**src/rtl/seq_arb_detect.sv**
```systemverilog
// Round-robin time-multiplexed "1101" overlapping Mealy detector shared by NUM_CH serial lanes.
// Optional per-lane saturating match counters are built when SEQ_ARB_CNT_EN is defined.
module seq_arb_detect #(
  parameter int unsigned NUM_CH = 4,
  parameter int unsigned CH_W   = 2
) (
  input  logic              clk,
  input  logic              rst,
  input  logic [NUM_CH-1:0] in_valid,
  input  logic [NUM_CH-1:0] in_bit,
  input  logic [NUM_CH-1:0] clr_ch,
  output logic [NUM_CH-1:0] in_ready,
  output logic              match_valid,
  output logic [CH_W-1:0]   match_ch,
  input  logic [CH_W-1:0]   cnt_sel,
  output logic [7:0]        cnt_out
);

  localparam int unsigned CNT_W = 8;

  typedef enum logic [1:0] {
    S0 = 2'd0,
    S1 = 2'd1,
    S2 = 2'd2,
    S3 = 2'd3
  } det_state_e;

  det_state_e      ctx_q [NUM_CH];
  det_state_e      ctx_d [NUM_CH];
  det_state_e      cur_s;
  logic [CH_W-1:0] ptr_q;
  logic [CH_W-1:0] ptr_d;
  logic [CH_W-1:0] scan_idx;
  logic [CH_W-1:0] gnt_idx;
  logic            gnt_any;
  logic            gnt_bit;
  logic            match_c;

  // Round-robin search starting one past the last granted lane; cleared lanes are skipped
  always_comb begin
    in_ready = '0;
    gnt_any  = 1'b0;
    gnt_idx  = '0;
    scan_idx = '0;
    for (int unsigned k = 1; k <= NUM_CH; k++) begin
      scan_idx = CH_W'((32'(ptr_q) + k) % NUM_CH);
      if (!gnt_any && !rst && in_valid[scan_idx] && !clr_ch[scan_idx]) begin
        gnt_any = 1'b1;
        gnt_idx = scan_idx;
      end
    end
    if (gnt_any) in_ready[gnt_idx] = 1'b1;
  end

  // Shared detector datapath: restore granted lane context, advance by one bit
  always_comb begin
    ctx_d   = ctx_q;
    ptr_d   = ptr_q;
    match_c = 1'b0;
    cur_s   = ctx_q[gnt_idx];
    gnt_bit = in_bit[gnt_idx];
    for (int unsigned i = 0; i < NUM_CH; i++) begin
      if (clr_ch[i]) ctx_d[i] = S0;
    end
    if (gnt_any) begin
      ptr_d = gnt_idx;
      unique case (cur_s)
        S0: ctx_d[gnt_idx] = gnt_bit ? S1 : S0;
        S1: ctx_d[gnt_idx] = gnt_bit ? S2 : S0;
        S2: ctx_d[gnt_idx] = gnt_bit ? S2 : S3;
        S3: begin
          ctx_d[gnt_idx] = gnt_bit ? S1 : S0;
          match_c        = gnt_bit;
        end
      endcase
    end
  end

  always_ff @(posedge clk) begin
    if (rst) begin
      for (int unsigned i = 0; i < NUM_CH; i++) ctx_q[i] <= S0;
      ptr_q       <= CH_W'(NUM_CH - 1);
      match_valid <= 1'b0;
      match_ch    <= '0;
    end else begin
      ctx_q       <= ctx_d;
      ptr_q       <= ptr_d;
      match_valid <= match_c;
      if (match_c) match_ch <= gnt_idx;
    end
  end

`ifdef SEQ_ARB_CNT_EN
  logic [CNT_W-1:0] cnt_q [NUM_CH];

  // Saturating per-lane match counters; a lane is never granted while being cleared
  always_ff @(posedge clk) begin
    if (rst) begin
      for (int unsigned i = 0; i < NUM_CH; i++) cnt_q[i] <= '0;
    end else begin
      for (int unsigned i = 0; i < NUM_CH; i++) begin
        if (clr_ch[i]) begin
          cnt_q[i] <= '0;
        end else if (match_c && (gnt_idx == CH_W'(i)) && (cnt_q[i] != {CNT_W{1'b1}})) begin
          cnt_q[i] <= cnt_q[i] + CNT_W'(1);
        end
      end
    end
  end

  assign cnt_out = cnt_q[cnt_sel];
`else
  logic unused_cnt_sel;

  assign unused_cnt_sel = ^cnt_sel;
  assign cnt_out        = CNT_W'(0);
`endif

endmodule

```
**config.mk**
```make
export PLATFORM = sky130hd
export DESIGN_NAME = seq_arb_detect
export DESIGN_NICKNAME = d
export VERILOG_FILES = /design/src/rtl/seq_arb_detect.sv
export SDC_FILE = /design/constraint.sdc
export NUM_CORES = 1
export LEC_CHECK = 0
export ABC_AREA = 0
export CAP_MARGIN = 20
export CORE_MARGIN = 2
export CORE_UTILIZATION = 53
export CTS_BUF_LIST = sky130_fd_sc_hd__clkbuf_8
export DETAILED_ROUTE_END_ITERATION = 8
export MAX_ROUTING_LAYER = met4
export PLACE_DENSITY = 0.86
export SLEW_MARGIN = 30
export SYNTH_ARGS = -nofsm -noshare
export SYNTH_HDL_FRONTEND = slang
export SYNTH_SLANG_ARGS = --single-unit
```
**constraint.sdc**
```tcl
create_clock -name clk -period 4.4 [get_ports clk]
set_clock_uncertainty 0.1 [all_clocks]
set_input_delay 0.44 -clock clk [delete_from_list [all_inputs] [get_ports clk]]
set_output_delay 0.44 -clock clk [all_outputs]
set_load 0.005 [all_outputs]
```
* Yosys cells after proc, flatten, opt, wreduce, memory -nomap -nowiden
Cells that the tools add are included.
** Word-level totals
- Register bits after elaboration :: 13
- Input bits :: 16
- Word-level logic and storage cells :: 94
- Output and inout port bits :: 15
** Cells by class
- Bitwise logic cells :: 1
- Reductions and logical operators :: 23
- Order comparisons :: 8
- Multiplexer cells :: 48
- Add/sub/neg operators :: 4
- Equality and inequality tests :: 3
** Operator list (count)
- $bwmux W8 :: 3
- $mux W2 :: 12
- $pmux W8 S3 :: 1
- $bmux W1 S2 :: 9
- $mux W1 :: 18
- $lt A2 B3 Y1 const B :: 5
- $logic_and A1 B1 Y1 :: 13
- $logic_not A1 Y1 :: 8
- $mux W8 :: 1
- $add A2 B1 Y2 const B :: 2
- $add A2 B2 Y2 const B :: 2
- $bmux W2 S2 :: 1
- $demux W2 S2 :: 1
- $eq A2 B2 Y1 const B :: 2
- $mux W4 :: 1
- $ge A3 B3 Y1 const B :: 1
- $lt A3 B1 Y1 const B :: 1
- $not A2 Y3 :: 1
- $demux W1 S2 :: 1
- $eq A2 B1 Y1 const B :: 1
- $ge A2 B1 Y1 const B :: 1
- $logic_not A2 Y1 :: 1
- $reduce_or A2 Y1 :: 1

* Longest topological paths before layout
Gate-level depths: netlist of run 1.
- Word-level depth :: 29
- Depth in mapped cells :: 14

* Worst setup path before layout of run 1
No wires, ideal clock.
- Path kind :: in2reg
- Start point :: in in_valid[1]
- End point :: reg ctx_q[6] in the netlist's numbering
- Path buffers :: 2
- Stages on the path :: 14
- Data arrival time :: 2935 ps
- Library setup time :: 117 ps
- Required time :: 4183 ps
- Path slack :: 1248 ps
- Cells stage by stage :: nor3b_2 > a211o_1 > a32o_1 > and2_4 > buf_6 > mux2i_1 > nand2_1 > and2_1 > ha_1 > clkbuf_1 > or3_1 > o21ai_1 > a21oi_1 > a22o_1
** On the way
- Word-level cells in the longest chain between the ends :: 28
- Elaborated cells on any way between the ends :: 53
- Those cells by class :: order compare: 2; eq/ne: 3; mux: 30; bitwise: 1; reduce/logical: 17
** Ends and longest elaborated chain
- start, declared :: line 9 : input logic [NUM_CH-1:0] in_valid,
- $bmux W1 S2 :: line 47 : if (!gnt_any && !rst && in_valid[scan_idx] && !clr_ch[scan_idx]) begin
- $mux W1 (not written as such) :: line 47
- $logic_and A1 B1 Y1 (2 in series) :: line 47
- $mux W1 :: line 47
- $logic_not A1 Y1 :: line 47
- $logic_and A1 B1 Y1 (3 in series) :: line 47
- $mux W1 :: line 47
- $logic_not A1 Y1 :: line 47
- [... 9 more ...]
- $not A2 Y3
- $ge A3 B3 Y1 (not written as such) (tied with other cells)
- $logic_and A1 B1 Y1 (not written as such) or $mux W2 (tied branches)
- $mux W2, on equally long branches
- $demux W2 S2 (tied with other cells)
- $bwmux W8 (tied with other cells) :: line 68, 72
- $pmux W8 S3 :: line 67 : unique case (cur_s)
- $mux W8 (*) :: line 65 : if (gnt_any) begin
- end signal, assigned :: line 86 : ctx_q <= ctx_d;
- end, declared :: line 28 : det_state_e ctx_q [NUM_CH];
Every way passes the cells marked *; elsewhere a longest branch is shown, timed or not. The select of a mux whose other input is x is not followed.
A chain may end at the register's enable or synchronous reset.

* Worst setup path in the final report of run 1
- Start point :: in clr_ch[1]
- End point :: reg ctx_q[7] in the netlist's numbering
** On the way
- Word-level cells in the longest chain between the ends :: 28
- Elaborated cells on any way between the ends :: 55
- Those cells by class :: order compare: 2; eq/ne: 3; mux: 29; bitwise: 1; reduce/logical: 20
** Ends and longest elaborated chain
- start, declared :: line 11 : input logic [NUM_CH-1:0] clr_ch,
- $bmux W1 S2 :: line 47
- $mux W1 (not written as such) :: line 47
- $logic_not A1 Y1 :: line 47
- $logic_and A1 B1 Y1 :: line 47
- $mux W1 :: line 47
- $logic_not A1 Y1 :: line 47
- $logic_and A1 B1 Y1 (3 in series) :: line 47
- $mux W1 :: line 47
- [... 10 more ...]
- $not A2 Y3
- $ge A3 B3 Y1 (not written as such) (tied with other cells)
- $logic_and A1 B1 Y1 (not written as such) or $mux W2 (tied branches)
- $mux W2, on equally long branches
- $demux W2 S2 (tied with other cells)
- $bwmux W8 (tied with other cells) :: line 68, 72
- $pmux W8 S3 :: line 67
- $mux W8 (*) :: line 65
Marked as above.

==> impl_metrics.sql, run 1 <==
INSERT INTO impl_metrics (metric_group, metric, value, unit) VALUES
('min_path', 'min_path_type', 'reg -> reg', ''),
('cts', 'cts-root-to-sink-buffers', '2', ''),
('grt', 'first_global_vias', '1081', ''),
('setup_path', 'critical_path.max_stage_delay', '0.48', 'ns'),
('status', 'outcome', 'completed', ''),
('drt', 'routed_via_density', '5.822', ''),
('sta', 'final-setup-viol-count', '0', ''),
('yosys', 'synth.largest_area_cell', 'sky130_fd_sc_hd__dfxtp_1', ''),
('grt', 'global_route.usage.met2', '45.33', '%'),
('die', 'pin_count', '31', ''),
('setup_path', 'crit_path_start_kind', 'input pin', ''),
('sta', 'finalCritPeriodShare', '83.21', '%'),
('grt', 'grt_start_max_net_pins', '15', ''),
('setup_path', 'critical_path.cell_chain', 'clkdlybuf4s50_1, nor3b_2, a211o_1, a32o_1, and2_4, mux2i_1, nand2_1, and2_1, ha_1, inv_1, or3_1, o21ai_1, a21oi_1, a22o_1', ''),
('layout', 'num_antenna_cells', '0', ''),
('die', 'core-area', '0.001962', 'mm²'),
('drt', 'drt_first_pass_iters', '4', ''),
('cts', 'clockRootBuffer', 'sky130_fd_sc_hd__clkbuf_8', ''),
('drt', 'drtAntennaViolNets', '0', ''),
('die', 'initial_utilization', '56.70', '%'),
('cts', 'holdBufCountCts', '0', ''),
('layout', 'finalNonFillerCells', '185', ''),
('drt', 'detail_route.wirelength', '2788', 'µm'),
('setup_path', 'worst_ep_arrival_time', '3.70', 'ns'),
('grt', 'grt_use_met1', '28.22', '%'),
('layout', 'nets', '178', ''),
('setup_path', 'critPathTopFamily', 'simple AND/OR/NAND/NOR gates', ''),
('sta', 'final-max-slew-violation-count', '0', ''),
('placement', 'placedCellCount', '181', ''),
('yosys', 'yosys_warnings', '0', ''),
('power', 'vdd.ir_drop.worst', '0.1910', 'mV'),
('layout', 'finish.utilization', '68.43', '%'),
('cts', 'cts_tree', 'done', ''),
('setup_path', 'worst_ep_required', '4.44', 'ns'),
('die', 'fp.dieH', '49.81', 'µm'),
('layout', 'layout-area-overhead-vs-synth', '20.70', '%'),
('power', 'total_leakage_power', '0.5606', 'nW'),
('die', 'overall_die_area', '0.002481', 'mm²'),
('yosys', 'cell_types_with_the_largest_area_share_after_synthesis', 'sky130_fd_sc_hd__dfxtp_1 (23%), sky130_fd_sc_hd__mux2i_1 (7.2%), sky130_fd_sc_hd__buf_4 (5.4%)', ''),
('yosys', 'ys.flop_type', 'sky130_fd_sc_hd__dfxtp_1', ''),
('drt', 'wire_per_inst', '15.07', 'µm'),
('sta', 'finalWorstSetupSlack', '0.7387', 'ns'),
('yosys', 'netlist-cell-type-count', '48', ''),
('cts', 'postcts_setup_bufs', '0', ''),
('setup_path', 'crit_path_kind', 'in -> reg', ''),
('cts', 'tritoncts.num_buffers', '3', ''),
('drt', 'drt-initial-drc-count', '26', ''),
('flow_run', 'maxCapViolations', '0', ''),
('setup_path', 'timing.critical_path.buf_inv', '2', ''),
('grt', 'use_met3', '3.939', '%'),
('placement', 'buffer_ports.inserted', '20', ''),
('yosys', 'synth_cells', '139', ''),
('yosys', 'synth-edff-count', '0', ''),
('yosys', 'synth.yosys.seq_area_share', '23.40', '%'),
('cts', 'clock_slew_seen_by_the_registers_of_the_worst_setup_and_hold_paths', '0.06', 'ns'),
('grt', 'grt-busiest-layer', 'met2', ''),
('yosys', 'synth_top_area_share', '23.40', '%'),
('setup_path', 'worstPathMaxFanout', '12', ''),
('grt', 'grt_overflow', '0', ''),
('drt', 'drt_drc_violations_left', '0', ''),
('placement', 'final_weighted_congestion_of_routability_driven_global_placement', '0.9361', ''),
('placement', 'dpl_worst_slack', '0.5100', 'ns'),
('setup_path', 'crit_path_end_kind', 'flip-flop', ''),
('yosys', 'netlist_area', '0.001112', 'mm²'),
('grt', 'antenna_violations_before_repair', '0', ''),
('setup_path', 'crit_path_slowest_cell', 'sky130_fd_sc_hd__clkdlybuf4s50_1', ''),
('power', 'pwr_density_cell', '282.9', 'mW/mm²'),
('cts', 'cts_htree_levels', '1', ''),
('sta', 'hold_viol', '0', ''),
('cts', 'cts.sinks', '13', ''),
('sta', 'clock.fmax', '0.2731', 'GHz');
-- kinds of logic after synthesis --
kind of cell,after synthesis,synth area share [%]
AND/OR/NAND/NOR,48,25.65
multiplexers,9,8.549
other,1,0.3371
AO/OA/AOI/OAI,41,27.11
adder cells (fa/ha/maj),3,3.375
buffers and inverters,24,11.59
flip-flops,13,23.40
-- worst paths after layout --
kind	slack, ns	startpoint	cells past startpoint	to
max	0.74	clr_ch[1]	14	ctx_q[7]$_SDFF_PP0_
min	0.38	ctx_q[6]$_SDFF_PP0_	1	ctx_q[6]$_SDFF_PP0_
max reg2reg	1.07	ptr_q[0]$_SDFFE_PP1N_	13	ctx_q[7]$_SDFF_PP0_
min reg2reg	0.38	ctx_q[6]$_SDFF_PP0_	1	ctx_q[6]$_SDFF_PP0_
-- state kept, by name, summed over array words and instances, names as in the netlist --
signal       count
match_valid      1
ctx_q            8
ptr_q            2
match_ch         2
-- per-layer routing --
metal	wire, µm	vias up	share of wire (%)
met5	0	-	0
met4	36	0	1.3
met3	90	5	3.2
met2	1433	31	51
met1	1228	519	44
li1	-	522	-
-- final cells by class --
class	instances	area, µm²	share of cell area [%]
clock buffers	3	41.29	3.075
clock inverters	1	5.005	0.3728
flip-flops and latches	13	260.3	19.38
multi-input cells	109	749.5	55.82
well taps	27	33.78	2.516
inverters	10	37.54	2.796
repair buffers	22	215.2	16.03
-- cells in the mapped netlist (2+ instances only) --
library cell	n
sky130_fd_sc_hd__a211o_1	2
sky130_fd_sc_hd__a211oi_1	2
sky130_fd_sc_hd__a21o_1	2
sky130_fd_sc_hd__a21oi_1	11
sky130_fd_sc_hd__a22o_1	2
sky130_fd_sc_hd__a311oi_1	2
sky130_fd_sc_hd__a31oi_1	2
sky130_fd_sc_hd__and2_1	2
sky130_fd_sc_hd__buf_4	8
sky130_fd_sc_hd__clkbuf_1	4
sky130_fd_sc_hd__dfxtp_1	13
sky130_fd_sc_hd__ha_1	3
sky130_fd_sc_hd__inv_1	8
sky130_fd_sc_hd__inv_2	2
sky130_fd_sc_hd__mux2i_1	8
sky130_fd_sc_hd__nand2_1	15
sky130_fd_sc_hd__nand2_2	2
sky130_fd_sc_hd__nand2b_1	4
sky130_fd_sc_hd__nand2b_4	2
sky130_fd_sc_hd__nand3_1	2
sky130_fd_sc_hd__nand3b_1	3
sky130_fd_sc_hd__nor2_1	5
sky130_fd_sc_hd__nor2b_1	4
sky130_fd_sc_hd__nor3_1	2
sky130_fd_sc_hd__o21a_1	2
sky130_fd_sc_hd__o21ai_0	3
sky130_fd_sc_hd__o21ai_1	2
sky130_fd_sc_hd__o22ai_1	2
-- cells in the final DEF (no fill, tap or decap), drive strengths merged, types with 3 or more instances in the layout --
master	netlist	layout
ha	3	3
nor2	5	5
and2	3	3
nand2	17	17
mux2i	8	8
clkbuf	4	3
conb	1	8
nand2b	6	6
a21oi	11	11
nand3b	3	3
nor2b	4	4
inv	10	10
dfxtp	13	13
nor3	3	3
clkdlybuf4s50	0	20
o21ai	5	5
-- where the power goes --
group / switching, mW / total [mW] / internal (mW)
Clock: 0.0470 / 0.110 / 0.0627
Combinational: 0.0787 / 0.141 / 0.0625
Sequential: 0.00471 / 0.129 / 0.124
-- through the flow --
step	cell area (µm²)	power (mW)	hold slack [ns]
floorplan	1139	0.2324	0.3484
global placement	1296	0.2640	0.3508
detailed placement	1296	0.2688	0.3699
CTS	1343	0.3767	0.3837
global route	1343	0.3984	0.3994
finish	1343	0.3798	0.3845
Note: power is estimated with default switching activity, not from simulation.
==> inputs of run 2 (changes only) <==
- CORE_UTILIZATION: 53 -> 45
- PLACE_DENSITY: 0.86 -> 0.78
- clock period: 4.4 -> 3.23 ns (I/O delays scaled with it)
==> impl_metrics.sql, run 2 (same netlist as run 1, synthesis figures left out) <==
INSERT INTO impl_metrics (metric_group, metric, value, unit) VALUES
('grt', 'grt_start_max_net_pins', '12', ''),
('status', 'outcome', 'completed', ''),
('cts', 'clockRootBuffer', 'sky130_fd_sc_hd__clkbuf_8', ''),
('cts', 'holdBufCountCts', '0', ''),
('drt', 'wire_per_inst', '15.55', 'µm'),
('layout', 'layout_top_registers', 'ctx_q x8, match_ch x2, ptr_q x2', ''),
('layout', 'largest_register_ffs', '8', ''),
('placement', 'buffer_ports.inserted', '20', ''),
('cts', 'cts.sinks', '13', ''),
('sta', 'setup-tns-final', '0', 'ns'),
('drt', 'drt_first_pass_iters', '4', ''),
('sta', 'hold_viol', '0', ''),
('grt', 'first_global_vias', '1141', ''),
('layout', 'layout.cells.most_common_list', 'sky130_fd_sc_hd__buf_4 (26), sky130_fd_sc_hd__clkdlybuf4s50_1 (18), sky130_fd_sc_hd__nand2_1 (15)', ''),
('power', 'total_leakage_power', '0.7071', 'nW'),
('setup_path', 'crit_path_start_kind', 'input pin', ''),
('layout', 'fillerInstances', '203', ''),
('layout', 'num_antenna_cells', '0', ''),
('power', 'vdd.ir_drop.worst', '0.2537', 'mV'),
('layout', 'final_common_cell', 'sky130_fd_sc_hd__buf_4', ''),
('sta', 'clock.fmax', '0.3180', 'GHz'),
('cts', 'worstSkewPairLatency', '0.25', 'ns'),
('sta', 'finalCritPeriodShare', '97.37', '%'),
('sta', 'timing.final.crit_period', '3.145', 'ns'),
('power', 'pwr_density_cell', '380.2', 'mW/mm²'),
('drt', 'vias', '1202', ''),
('placement', 'placedCellCount', '206', ''),
('sta', 'fin_worst_hold_slack', '0.3700', 'ns'),
('setup_path', 'setup.reg_to_reg.worst_slack', '0.29', 'ns'),
('layout', 'finalNonFillerCells', '212', ''),
('die', 'num_rows', '18', ''),
('grt', 'grt_util_all_layers', '24.20', '%'),
('die', 'pin_count', '31', ''),
('placement', 'hpwl', '2362', 'µm'),
('placement', 'final_weighted_congestion_of_routability_driven_global_placement', '0.8866', ''),
('die', 'fp.dieH', '53.72', 'µm'),
('layout', 'layout-area-overhead-vs-synth', '40.50', '%'),
('die', 'initial_utilization', '46.16', '%'),
('layout', 'final_layout_size_suffix_gt1_share', '27.47', '%'),
('setup_path', 'worst_ep_required', '3.27', 'ns'),
('drt', 'drtAntennaViolNets', '0', ''),
('setup_path', 'worst_ep_arrival_time', '3.18', 'ns'),
('sta', 'final-max-slew-violation-count', '0', ''),
('cts', 'cts-root-to-sink-buffers', '2', ''),
('min_path', 'min_path_type', 'reg -> reg', ''),
('layout', 'nets', '202', ''),
('flow_run', 'maxCapViolations', '0', ''),
('layout', 'registers.top_by_ff_count', 'ctx_q', ''),
('drt', 'drt_drc_violations_left', '0', ''),
('layout', 'finish.utilization', '64.85', '%'),
('setup_path', 'crit_path_kind', 'in -> reg', ''),
('die', 'overall_die_area', '0.002885', 'mm²'),
('die', 'core-area', '0.002410', 'mm²'),
('cts', 'cts_htree_levels', '1', ''),
('cts', 'tritoncts.num_buffers', '3', ''),
('setup_path', 'crit_path_end_kind', 'flip-flop', ''),
('drt', 'routed_via_density', '5.670', ''),
('drt', 'drt-initial-drc-count', '32', ''),
('die', 'die_w', '53.72', 'µm'),
('cts', 'clock_slew_seen_by_the_registers_of_the_worst_setup_and_hold_paths', '0.06', 'ns'),
('setup_path', 'worstPathMaxFanout', '6', ''),
('grt', 'grt_pass1_wl', '4871', 'µm'),
('grt', 'antenna_violations_before_repair', '0', ''),
('grt', 'grt_overflow', '0', ''),
('sta', 'final-setup-viol-count', '0', ''),
('cts', 'cts_tree', 'done', ''),
('drt', 'detail_route.wirelength', '3297', 'µm');
run 2: changes by cell type in the layout (fill, tap and decap cells not counted), moves of 2 or more:
cell,change
sky130_fd_sc_hd__and2_4,+2
sky130_fd_sc_hd__and2_1,-2
sky130_fd_sc_hd__clkdlybuf4s50_1,-2
sky130_fd_sc_hd__buf_4,+24
sky130_fd_sc_hd__dlymetal6s2s_1,+2
run 2: worst max-delay path, stage by stage:
cell and delay [ns]:
sky130_fd_sc_hd__clkdlybuf4s50_1 0.42, sky130_fd_sc_hd__nand2b_4 0.15, sky130_fd_sc_hd__a211o_1 0.29, sky130_fd_sc_hd__a32o_2 0.24, sky130_fd_sc_hd__and2_4 0.19, sky130_fd_sc_hd__mux2i_1 0.19, sky130_fd_sc_hd__nand2_1 0.12, sky130_fd_sc_hd__and2_4 0.19
sky130_fd_sc_hd__ha_4 0.26, sky130_fd_sc_hd__inv_1 0.06, sky130_fd_sc_hd__or3_4 0.34, sky130_fd_sc_hd__buf_4 0.16, sky130_fd_sc_hd__a21oi_1 0.14, sky130_fd_sc_hd__o22ai_1 0.10
run 2: cell type report:
type / count / area, µm² / share of cell area, %
tap: 30 / 37.54 / 2.402
clock buffer: 3 / 41.29 / 2.642
inverter: 10 / 37.54 / 2.402
timing repair buffer: 46 / 400.4 / 25.62
multi-input combinational: 109 / 780.7 / 49.96
clock inverter: 1 / 5.005 / 0.3203
sequential: 13 / 260.3 / 16.65
run 2: worst paths after layout:
path | start | cells past startpoint | to
hold / removal | match_ch[0]$_SDFFE_PP0P_ | 1 | match_ch[0]$_SDFFE_PP0P_
setup reg to reg | ptr_q[0]$_SDFFE_PP1N_ | 13 | ctx_q[0]$_SDFF_PP0_
setup / recovery | clr_ch[2] | 14 | ctx_q[0]$_SDFF_PP0_
hold reg to reg | match_ch[0]$_SDFFE_PP0P_ | 1 | match_ch[0]$_SDFFE_PP0P_
run 2: power by group:
| group | internal [mW] | switching [mW] |
|---|---|---|
| Sequential | 0.169 | 0.00651 |
| Combinational | 0.138 | 0.129 |
| Clock | 0.0856 | 0.0656 |
run 2: stage by stage:
stage,worst slack [ns],power [mW],area [µm²]
2_1_floorplan,0.1952,0.3165,1139
3_3_place_gp,-0.1262,0.4103,1465
3_5_place_dp,-0.1860,0.4176,1465
4_1_cts,0.03291,0.5713,1511
5_1_grt,-0.01436,0.6255,1563
6_report,0.08486,0.5942,1563
run 2: routing by layer:
metal / track usage [%] / wire length, µm / share of wire (%)
met1: 26.52 / 1306 / 40
met3: 3.333 / 241 / 7.3
met2: 42.07 / 1669 / 51
met4: 12.82 / 79 / 2.4
met5: - / 0 / 0
run 2: repair_timing:
| item | 4_1_cts | 5_1_grt |
|---|---|---|
| buffers inserted | 0 | 2 |
| resized for setup | 0 | 9 |
| endpoints found under the setup margin | 0 | 6 |
